File: src/rtl/proc_pkg.sv
// ---------------------------------------------------------------------------
// proc_pkg
// Definitions shared by the operand-select pipeline (proc_mux_pipe) and its
// 2-entry skid buffer (proc_skid_buf):
//   DATA_WIDTH_DEF  : default channel width
//   buf_state_e     : occupancy state of the skid buffer
//   calc_sel_width  : width of an encoded select for n channels
// ---------------------------------------------------------------------------
package proc_pkg;

    localparam int DATA_WIDTH_DEF = 32;

    // EMPTY: nothing held, ONE: main stage only, FULL: main and skid stages
    typedef enum logic [1:0] {
        BUF_EMPTY = 2'd0,
        BUF_ONE   = 2'd1,
        BUF_FULL  = 2'd2
    } buf_state_e;

    // Select width for n channels; a single bit is the minimum even for n <= 2
    function automatic int calc_sel_width(input int n);
        if (n <= 2) begin
            return 1;
        end else begin
            return $clog2(n);
        end
    endfunction

endpackage

File: src/rtl/proc_skid_buf.sv
// ---------------------------------------------------------------------------
// proc_skid_buf
// Generic 2-entry skid buffer with valid/ready handshakes on both sides and
// a synchronous flush. The main stage drives the outputs; the skid stage
// catches one extra entry when the consumer stalls. o_ready is registered,
// so it never depends combinationally on i_ready.
// Ports:
//   i_clk, i_rst_n       : clock, asynchronous active-low reset
//   i_flush              : synchronous discard of all entries
//   i_data/i_valid/o_ready : upstream handshake
//   o_data/o_valid/i_ready : downstream handshake
// ---------------------------------------------------------------------------
module proc_skid_buf
    import proc_pkg::*;
#(
    parameter int WIDTH = 32
) (
    input  logic             i_clk,
    input  logic             i_rst_n,
    input  logic             i_flush,
    input  logic [WIDTH-1:0] i_data,
    input  logic             i_valid,
    output logic             o_ready,
    output logic [WIDTH-1:0] o_data,
    output logic             o_valid,
    input  logic             i_ready
);

    buf_state_e       r_state;
    buf_state_e       w_state_next;
    logic             r_ready;
    logic             r_valid;
    logic [WIDTH-1:0] r_main;
    logic [WIDTH-1:0] r_skid;
    logic             w_in;
    logic             w_out;
    logic             w_load_main;
    logic             w_main_from_skid;
    logic             w_load_skid;

    assign w_in  = i_valid && r_ready;
    assign w_out = r_valid && i_ready;

    // Next-state and datapath load enables
    always_comb begin
        w_state_next     = r_state;
        w_load_main      = 1'b0;
        w_main_from_skid = 1'b0;
        w_load_skid      = 1'b0;
        if (i_flush) begin
            // flush beats any simultaneous transfer; data registers keep contents
            w_state_next = BUF_EMPTY;
        end else begin
            case (r_state)
                BUF_EMPTY: begin
                    if (w_in) begin
                        w_state_next = BUF_ONE;
                        w_load_main  = 1'b1;
                    end else begin
                        w_state_next = BUF_EMPTY;
                    end
                end
                BUF_ONE: begin
                    if (w_in && w_out) begin
                        w_state_next = BUF_ONE;
                        w_load_main  = 1'b1;
                    end else if (w_in) begin
                        w_state_next = BUF_FULL;
                        w_load_skid  = 1'b1;
                    end else if (w_out) begin
                        w_state_next = BUF_EMPTY;
                    end else begin
                        w_state_next = BUF_ONE;
                    end
                end
                BUF_FULL: begin
                    // r_ready is low here, so only the output side can move
                    if (w_out) begin
                        w_state_next     = BUF_ONE;
                        w_load_main      = 1'b1;
                        w_main_from_skid = 1'b1;
                    end else begin
                        w_state_next = BUF_FULL;
                    end
                end
                default: begin
                    w_state_next = BUF_EMPTY;
                end
            endcase
        end
    end

    // State register plus registered handshake flags decoded from next state
    always_ff @(posedge i_clk or negedge i_rst_n) begin
        if (!i_rst_n) begin
            r_state <= BUF_EMPTY;
            r_ready <= 1'b1;
            r_valid <= 1'b0;
        end else begin
            r_state <= w_state_next;
            r_ready <= (w_state_next != BUF_FULL);
            r_valid <= (w_state_next != BUF_EMPTY);
        end
    end

    // Main and skid data registers
    always_ff @(posedge i_clk or negedge i_rst_n) begin
        if (!i_rst_n) begin
            r_main <= {WIDTH{1'b0}};
            r_skid <= {WIDTH{1'b0}};
        end else begin
            if (w_load_main) begin
                r_main <= w_main_from_skid ? r_skid : i_data;
            end else begin
                r_main <= r_main;
            end
            if (w_load_skid) begin
                r_skid <= i_data;
            end else begin
                r_skid <= r_skid;
            end
        end
    end

    assign o_ready = r_ready;
    assign o_valid = r_valid;
    assign o_data  = r_main;

endmodule

File: src/rtl/proc_mux_pipe.sv
// ---------------------------------------------------------------------------
// proc_mux_pipe
// NUM_INPUTS:1 operand select mux with a fully registered valid/ready output
// (2-entry skid buffer). An out-of-range select yields all-zero data.
// Optional build macro: PROC_MUX_PIPE_SEL_ERR_EN adds the sticky o_sel_err
// flag, set after an accepted out-of-range select, cleared by reset/flush.
// Ports:
//   i_clk, i_rst_n        : clock, asynchronous active-low reset
//   i_mux_data            : NUM_INPUTS channels, channel k at [k*DATA_WIDTH +: DATA_WIDTH]
//   i_mux_sel             : encoded select, sampled with i_valid
//   i_valid / o_ready     : upstream handshake (o_ready registered)
//   o_mux_data / o_valid  : registered result
//   i_ready               : downstream accept
//   i_flush               : synchronous discard of buffered entries
//   o_sel_q               : select that produced o_mux_data
//   o_sel_err             : (macro only) sticky out-of-range select flag
// ---------------------------------------------------------------------------
module proc_mux_pipe
    import proc_pkg::*;
#(
    parameter  int DATA_WIDTH = DATA_WIDTH_DEF,
    parameter  int NUM_INPUTS = 4,
    localparam int SEL_WIDTH  = calc_sel_width(NUM_INPUTS)
) (
    input  logic                             i_clk,
    input  logic                             i_rst_n,
    input  logic [NUM_INPUTS*DATA_WIDTH-1:0] i_mux_data,
    input  logic [SEL_WIDTH-1:0]             i_mux_sel,
    input  logic                             i_valid,
    output logic                             o_ready,
    output logic [DATA_WIDTH-1:0]            o_mux_data,
    output logic                             o_valid,
    input  logic                             i_ready,
    input  logic                             i_flush,
`ifdef PROC_MUX_PIPE_SEL_ERR_EN
    output logic                             o_sel_err,
`endif
    output logic [SEL_WIDTH-1:0]             o_sel_q
);

    logic [DATA_WIDTH-1:0] w_sel_data;
    logic                  w_ready;

    // Channel select; no channel matches an out-of-range select, leaving zero
    always_comb begin
        w_sel_data = {DATA_WIDTH{1'b0}};
        for (int k = 0; k < NUM_INPUTS; k++) begin
            w_sel_data = (int'(i_mux_sel) == k) ?
                         i_mux_data[k*DATA_WIDTH +: DATA_WIDTH] : w_sel_data;
        end
    end

    proc_skid_buf #(
        .WIDTH (DATA_WIDTH + SEL_WIDTH)
    ) u_skid_buf (
        .i_clk   (i_clk),
        .i_rst_n (i_rst_n),
        .i_flush (i_flush),
        .i_data  ({i_mux_sel, w_sel_data}),
        .i_valid (i_valid),
        .o_ready (w_ready),
        .o_data  ({o_sel_q, o_mux_data}),
        .o_valid (o_valid),
        .i_ready (i_ready)
    );

    assign o_ready = w_ready;

`ifdef PROC_MUX_PIPE_SEL_ERR_EN
    logic w_sel_oob;
    logic r_sel_err;

    assign w_sel_oob = (int'(i_mux_sel) >= NUM_INPUTS);

    // Sticky error flag; flush clears it and wins over a simultaneous bad select
    always_ff @(posedge i_clk or negedge i_rst_n) begin
        if (!i_rst_n) begin
            r_sel_err <= 1'b0;
        end else if (i_flush) begin
            r_sel_err <= 1'b0;
        end else if (i_valid && w_ready && w_sel_oob) begin
            r_sel_err <= 1'b1;
        end else begin
            r_sel_err <= r_sel_err;
        end
    end

    assign o_sel_err = r_sel_err;
`endif

endmodule
File: config.mk
export PLATFORM = sky130hd
export DESIGN_NAME = proc_mux_pipe
export DESIGN_NICKNAME = d
export VERILOG_FILES = /design/src/rtl/proc_pkg.sv /design/src/rtl/proc_skid_buf.sv /design/src/rtl/proc_mux_pipe.sv
export SDC_FILE = /design/constraint.sdc
export NUM_CORES = 1
export LEC_CHECK = 0
export CORE_MARGIN = 3
export CORE_UTILIZATION = 38
export CTS_CLUSTER_DIAMETER = 200
export DETAILED_ROUTE_END_ITERATION = 10
export PLACE_DENSITY = 0.77
export SYNTH_ARGS = -nofsm -noshare
export SYNTH_HDL_FRONTEND = slang
export SYNTH_SLANG_ARGS = --single-unit
export TNS_END_PERCENT = 100
File: constraint.sdc
create_clock -name i_clk -period 1.9 [get_ports i_clk]
set_input_delay 0.38 -clock i_clk [delete_from_list [all_inputs] [get_ports i_clk]]
set_output_delay 0.38 -clock i_clk [all_outputs]
set_load 0.01 [all_outputs]
* Yosys cells after proc, flatten, opt, wreduce, memory -nomap -nowiden
Cells that the tools add are included.
** Storage, ports and cells
- Memories :: 0
- Word-level logic and storage cells :: 39
- Bits in read-only memories :: 0
- Register bits :: 72
- Output and inout port bits :: 36
- Latch bits :: 0
- Memory bits (writable) :: 0
- Input bits :: 135
** Operators by class
- Bitwise logic cells :: 0
- Add/subtract/negate cells :: 0
- Divide/modulo/power cells :: 0
- Shifts and indexed selects :: 0
- $lt $le $gt $ge :: 0
- Mux-type cells :: 22
- Equality and inequality tests :: 6
- Reductions and logical operators :: 6
- Multipliers :: 0
** Operators with widths (count)
- 2-to-1 mux 32 bit :: 4
- 2-to-1 mux 34 bit :: 1
- 2-to-1 mux 1 bit :: 11
- 2-to-1 mux 2 bit :: 4
- == test 2 bit, second input constant :: 3
- one-hot mux 2 bit (3 select lines) :: 1
- == test 2 x 1 -> 1 bit, second input constant :: 2
- zero test 2 bit :: 2
- logical AND 1 bit :: 3
- one-hot mux 1 bit (3 select lines) :: 1
- != test 2 bit, second input constant :: 1
- nonzero test 2 bit :: 1

* Logic depth before layout (Yosys ltp)
- Depth in word-level cells :: 7
- Mapped depth :: 8
- Mapped depth without buffers :: 7

* Cells and area by module
From an unflattened synthesis, not the netlist that was laid out.
** Second synthesis, totals
- Cell total of the unflattened synthesis :: 279
- Area total of the unflattened synthesis :: 3923.8 um^2
** Modules (own cells, without submodules)
- proc_skid_buf :: area each 3109.2 um^2, cells an instance 240, times used 1, seq. area each 1803.0 um^2
- proc_mux_pipe :: area each 814.5 um^2, cells an instance 39, times used 1, seq. area each 0.0 um^2

* Worst setup path before layout
Ideal clock, no wire load.
- Kind :: register -> register
- Start point :: register u_skid_buf.r_ready, in the netlist u_skid_buf.o_ready
- End point :: register u_skid_buf.r_skid[0]
- Library setup time :: 125 ps
- Required time :: 1775 ps
- Arrival :: 1798 ps
- Stages on the path, launching flop included :: 7
- Period minus slack after synthesis :: 1923 ps
- Path buffers :: 2
- Path slack :: -23 ps
- Path through :: dfstp_2 -> and2_1 -> ha_1 -> nor4bb_1 -> buf_2 -> buf_2 -> mux2_2
** On the way
- Cells in the longest elaborated chain, start to end :: 5
- Elaborated cells between the ends (all ways) :: 6
- Those cells by class :: mux (4); reduce/logical (2)
** Ends and longest elaborated chain
- from (decl) :: RTL line proc_skid_buf.sv:31 : logic r_ready;
- from (signal assigned) :: RTL line proc_skid_buf.sv:101 : r_ready <= (w_state_next != BUF_FULL);
- logical AND 1 bit (*) :: RTL line proc_skid_buf.sv:41 : assign w_in = i_valid && r_ready;
- 2-to-1 mux 1 bit / logical AND 1 bit (equally long branches) :: RTL line proc_skid_buf.sv:67, proc_skid_buf.sv:64
- 2-to-1 mux 1 bit (*) :: RTL line proc_skid_buf.sv:64 : if (w_in && w_out) begin
- 2-to-1 mux 1 bit (*) :: RTL line proc_skid_buf.sv:54 : case (r_state)
- 2-to-1 mux 1 bit (*) :: RTL line proc_skid_buf.sv:50 : if (i_flush) begin
- to (signal assigned) :: RTL line proc_skid_buf.sv:110 : r_skid <= {WIDTH{1'b0}};
- to (signal assigned) :: RTL line proc_skid_buf.sv:118 : r_skid <= i_data;
- to (signal assigned) :: RTL line proc_skid_buf.sv:120 : r_skid <= r_skid;
- to (decl) :: RTL line proc_skid_buf.sv:34 : logic [WIDTH-1:0] r_skid;
Mark *: on every way between the ends. The rest lies on a longest branch, timed or not.
A chain may end at the register's enable or synchronous reset.

* Worst setup path in the final report
- Start point :: register u_skid_buf.r_ready, in the netlist u_skid_buf.o_ready
- End point :: register u_skid_buf.r_skid[17]
Same word-level chain as after synthesis.

==> metrics.md <==
| Metric | Value |
|---|---|
| Status | complete, no violations |
| FILL cells | 818 |
| CTS H-tree depth | 3 |
| Vias/cell | 5.20 |
| Family with the most delay on the worst path | flip-flops |
| Syn nets | 457 |
| Clock transition at path regs | 0.08 ns |
| DRT iter0 DRCs | 139 |
| Post-route insts no fill | 634 |
| YS warnings | 0 |
| Core Rows | 36 |
| Worst EP arrival | 2.09 ns |
| PD cells | 901 nW/um^2 |
| Clock buffer depth | 2 |
| Clock power frac | 22.4% |
| Int Pwr | 3970 uW |
| Final clock skew | 0.0100 ns |
| Tightest Pin Transition | 0.447 ns |
| Vias | 3299 |
| CP Class | register to register |
| DR WL/cell | 17.7 um |
| Die area | 11400 um^2 |
| Fin crit period | 1.87 ns |
| Pwr Total | 5540 uW |
| Placed cell count | 610 |
| Share of post-route cells with drive strength above 1 | 20.6% |
| Worst hold path class | primary input to asynchronous set/reset pin |
| Final Cell Area | 6150 um^2 |
| Area of the multi-input gates | 1920 um^2 |
| Net load switching power | 1570 uW |
| Synth Cell Area | 3850 um^2 |
| Post-Syn Area per Cell | 12.0 um^2 |
| RePlAce Congestion | 0.727 |
| Compound-Gate Fraction of Synth Area | 6.14% |
| Sink Count | 72 |
| Total track usage | 19.4% |
| Max Fclk | 536 MHz |
| Setup Viol. Count Final | 0 |
| Core ar. | 9820 um^2 |
| Drc violations | 0 |
| RSZ-0062 raised after global routing | true |
| Root Buffer | clkbuf_8 |
| Adder-Cell Fraction of Synth Area | 0.650% |
| Post-synthesis cell type count | 24 |
| FF-to-FF Start | u_skid_buf.o_ready$_DFF_PN1_ |
| Final period util | 98.2% |
| Net Sw Frac | 28.4% |
| Die height | 107 um |
| Number of global-route vias before repair | 3448 |
| Worst setup slack after placement | -0.371 ns |
| Most frequent cells in the layout | clkdlybuf4s50_1 (167), dfrtp_1 (71), nand2_1 (70) |
| Critical-path cell list | and2_4, ha_4, nor4bb_4, buf_6, buf_12, mux2_2 |
| Pleak | 0.00250 uW |
| Clock insertion delay at the later pin of the skew report | 0.35 ns |
| Hold Fails Final Rpt | 0 |
| Final worst slack | 0.0349 ns |
| Slew HR | 70.2% |
| Wirelength, routed | 11300 um |
| Sequential fraction of design power | 43.7% |
| Initial core utilization | 39.2% |
| Die width | 107 um |
| Diodes inserted | 0 |
| Critical Path Source | u_skid_buf.o_ready$_DFF_PN1_ |
| Area Growth Syn to Fin | 59.9% |
| Global-route wire length before repair | 17000 um |
| Commonest non-fill, non-tap cell in the layout | clkdlybuf4s50_1 |
| Max-slew violations | 0 |
| PortBufs | 170 |
| Largest net degree at the start of global routing | 40 |
| Combinational family with the most area after synthesis | multiplexers |
| VDD IR max | 414 uV |
| Layout Nets | 633 |
| Slowest CP cell | dfstp_2 |
| DRT antenna net count | 0 |
| Crit. End Element | register |
| Multiplexer share of the synthesized area | 29.5% |
| CTS tree | done |
| Post-Place Cell Area | 5760 um^2 |
| CTS Buf Count | 9 |
| Sequential area share after synthesis | 46.8% |
| # Max-Cap Violations | 0 |
| Logic pwr share | 33.9% |
| HPWL Detailed | 7650 um |
| XOR/XNOR Fraction of Synth Area | 0% |
| Worst Path Required | 2.13 ns |
| Slowest cell delay on critical path | 0.55 ns |
| DR pass1 iterations | 5 |
| Yosys reg bits | 72 |
| Type of origin of the critical path | register |
| Initial antenna violation count | 0 |
| Synth Area in Simple Gates | 12.2% |
| Cells after synthesis | 320 |
| Seq. cell area | 1800 um^2 |
| Critical path peak fanout | 9 |
| Total grt overflow | 0 |
| Hold Slack | 0.511 ns |
| WP buf/inv | 2 |
| Ports | 171 |
[stage by stage]
| step | setup TNS, ns | utilization, % |
|---|---|---|
| 2_1_floorplan | -0.692 | - |
| 3_3_place_gp | -19.01 | 58.7 |
| 3_5_place_dp | -21.84 | 58.7 |
| 4_1_cts | -0.268 | 62.0 |
| 5_1_grt | -0.285 | 62.7 |
| 6_report | 0 | 62.7 |
[flip-flops by register name (all words and copies together) (netlist names)]
signal and flops:
u_skid_buf.o_data 34, u_skid_buf.o_ready 1, u_skid_buf.o_valid 1, u_skid_buf.r_skid 34, u_skid_buf.r_state 2
[repair_timing]
| item | in CTS | in global routing |
|---|---|---|
| setup endpoints to repair | 34 | 38 |
| buffers inserted | 4 | 1 |
| gates cloned | 3 | 2 |
| pin swaps | 1 | 0 |
| hold buffers | 1 | 0 |
| resized for setup | 4 | 15 |
| hold endpoints to repair | 32 | 0 |
[final cells by class]
cell class              count  share of cell area, %
repair buffers            191                   33.3
multi-input cells         219                   31.2
flip-flops and latches     72                   29.3
well taps                 133                   2.70
clock buffers              10                   2.24
clock inverters             6                   1.10
inverters                   3                  0.183
[power groups by stage]
stage          clock network, uW  registers (uW)  logic (uW)
2_1_floorplan                  0            2480         788
3_3_place_gp                   0            2410        1760
3_5_place_dp                   0            2440        1820
4_1_cts                     1270            2410        1860
5_1_grt                     1350            2490        2010
6_report                    1240            2420        1880
[logic make-up after synthesis]
kind of cell,count (synthesis)
buffers and inverters,29
AOI/OAI and AO/OA,37
and+or+nand+nor,114
adders and majority gates,2
DFF,72
muxes,66
[routing by layer]
metal | track usage [%] | up-vias | part of all wire (%)
met5 | 0 | - | 0
met4 | 6.30 | 0 | 1.1
met3 | 4.70 | 15 | 6.3
met2 | 35.5 | 137 | 54
met1 | 22.2 | 1626 | 38
li1 | - | 1521 | -
[cell usage after synthesis]
master | n | area (um^2)
dfrtp_1 | 71 | 1780
nand2_1 | 71 | 267
a31oi_1 | 34 | 213
mux2_2 | 34 | 383
nor2_1 | 34 | 128
mux4_2 | 24 | 541
buf_2 | 9 | 45.0
clkbuf_1 | 8 | 30.0
mux4_1 | 8 | 210
buf_6 | 7 | 78.8
inv_1 | 3 | 11.3
and2_1 | 2 | 12.5
and3b_1 | 2 | 17.5
buf_4 | 2 | 15.0
ha_1 | 2 | 25.0
a21o_1 | 1 | 7.51
and4b_1 | 1 | 10.0
and4bb_1 | 1 | 12.5
dfstp_2 | 1 | 26.3
nand2b_1 | 1 | 6.26
nor3b_1 | 1 | 7.51
nor4bb_1 | 1 | 10.0
o31a_1 | 1 | 8.76
o31ai_1 | 1 | 7.51
[final timing paths]
| check | endpoint | slack, ns | depth (start not counted) |
|---|---|---|---|
| setup / recovery | u_skid_buf.r_skid[17]$_DFFE_PN0P_ | 0.03 | 6 |
| hold / removal | u_skid_buf.r_state[1]$_DFF_PN0_ | 0.51 | 2 |
| setup reg to reg | u_skid_buf.r_skid[17]$_DFFE_PN0P_ | 0.03 | 6 |
| hold reg to reg | u_skid_buf.r_skid[32]$_DFFE_PN0P_ | 0.51 | 1 |
| max in group asynchronous | u_skid_buf.r_skid[12]$_DFFE_PN0P_ | 0.81 | 3 |
| min in group i_clk | u_skid_buf.r_skid[32]$_DFFE_PN0P_ | 0.51 | 1 |
(Power assumes the default switching activity.)
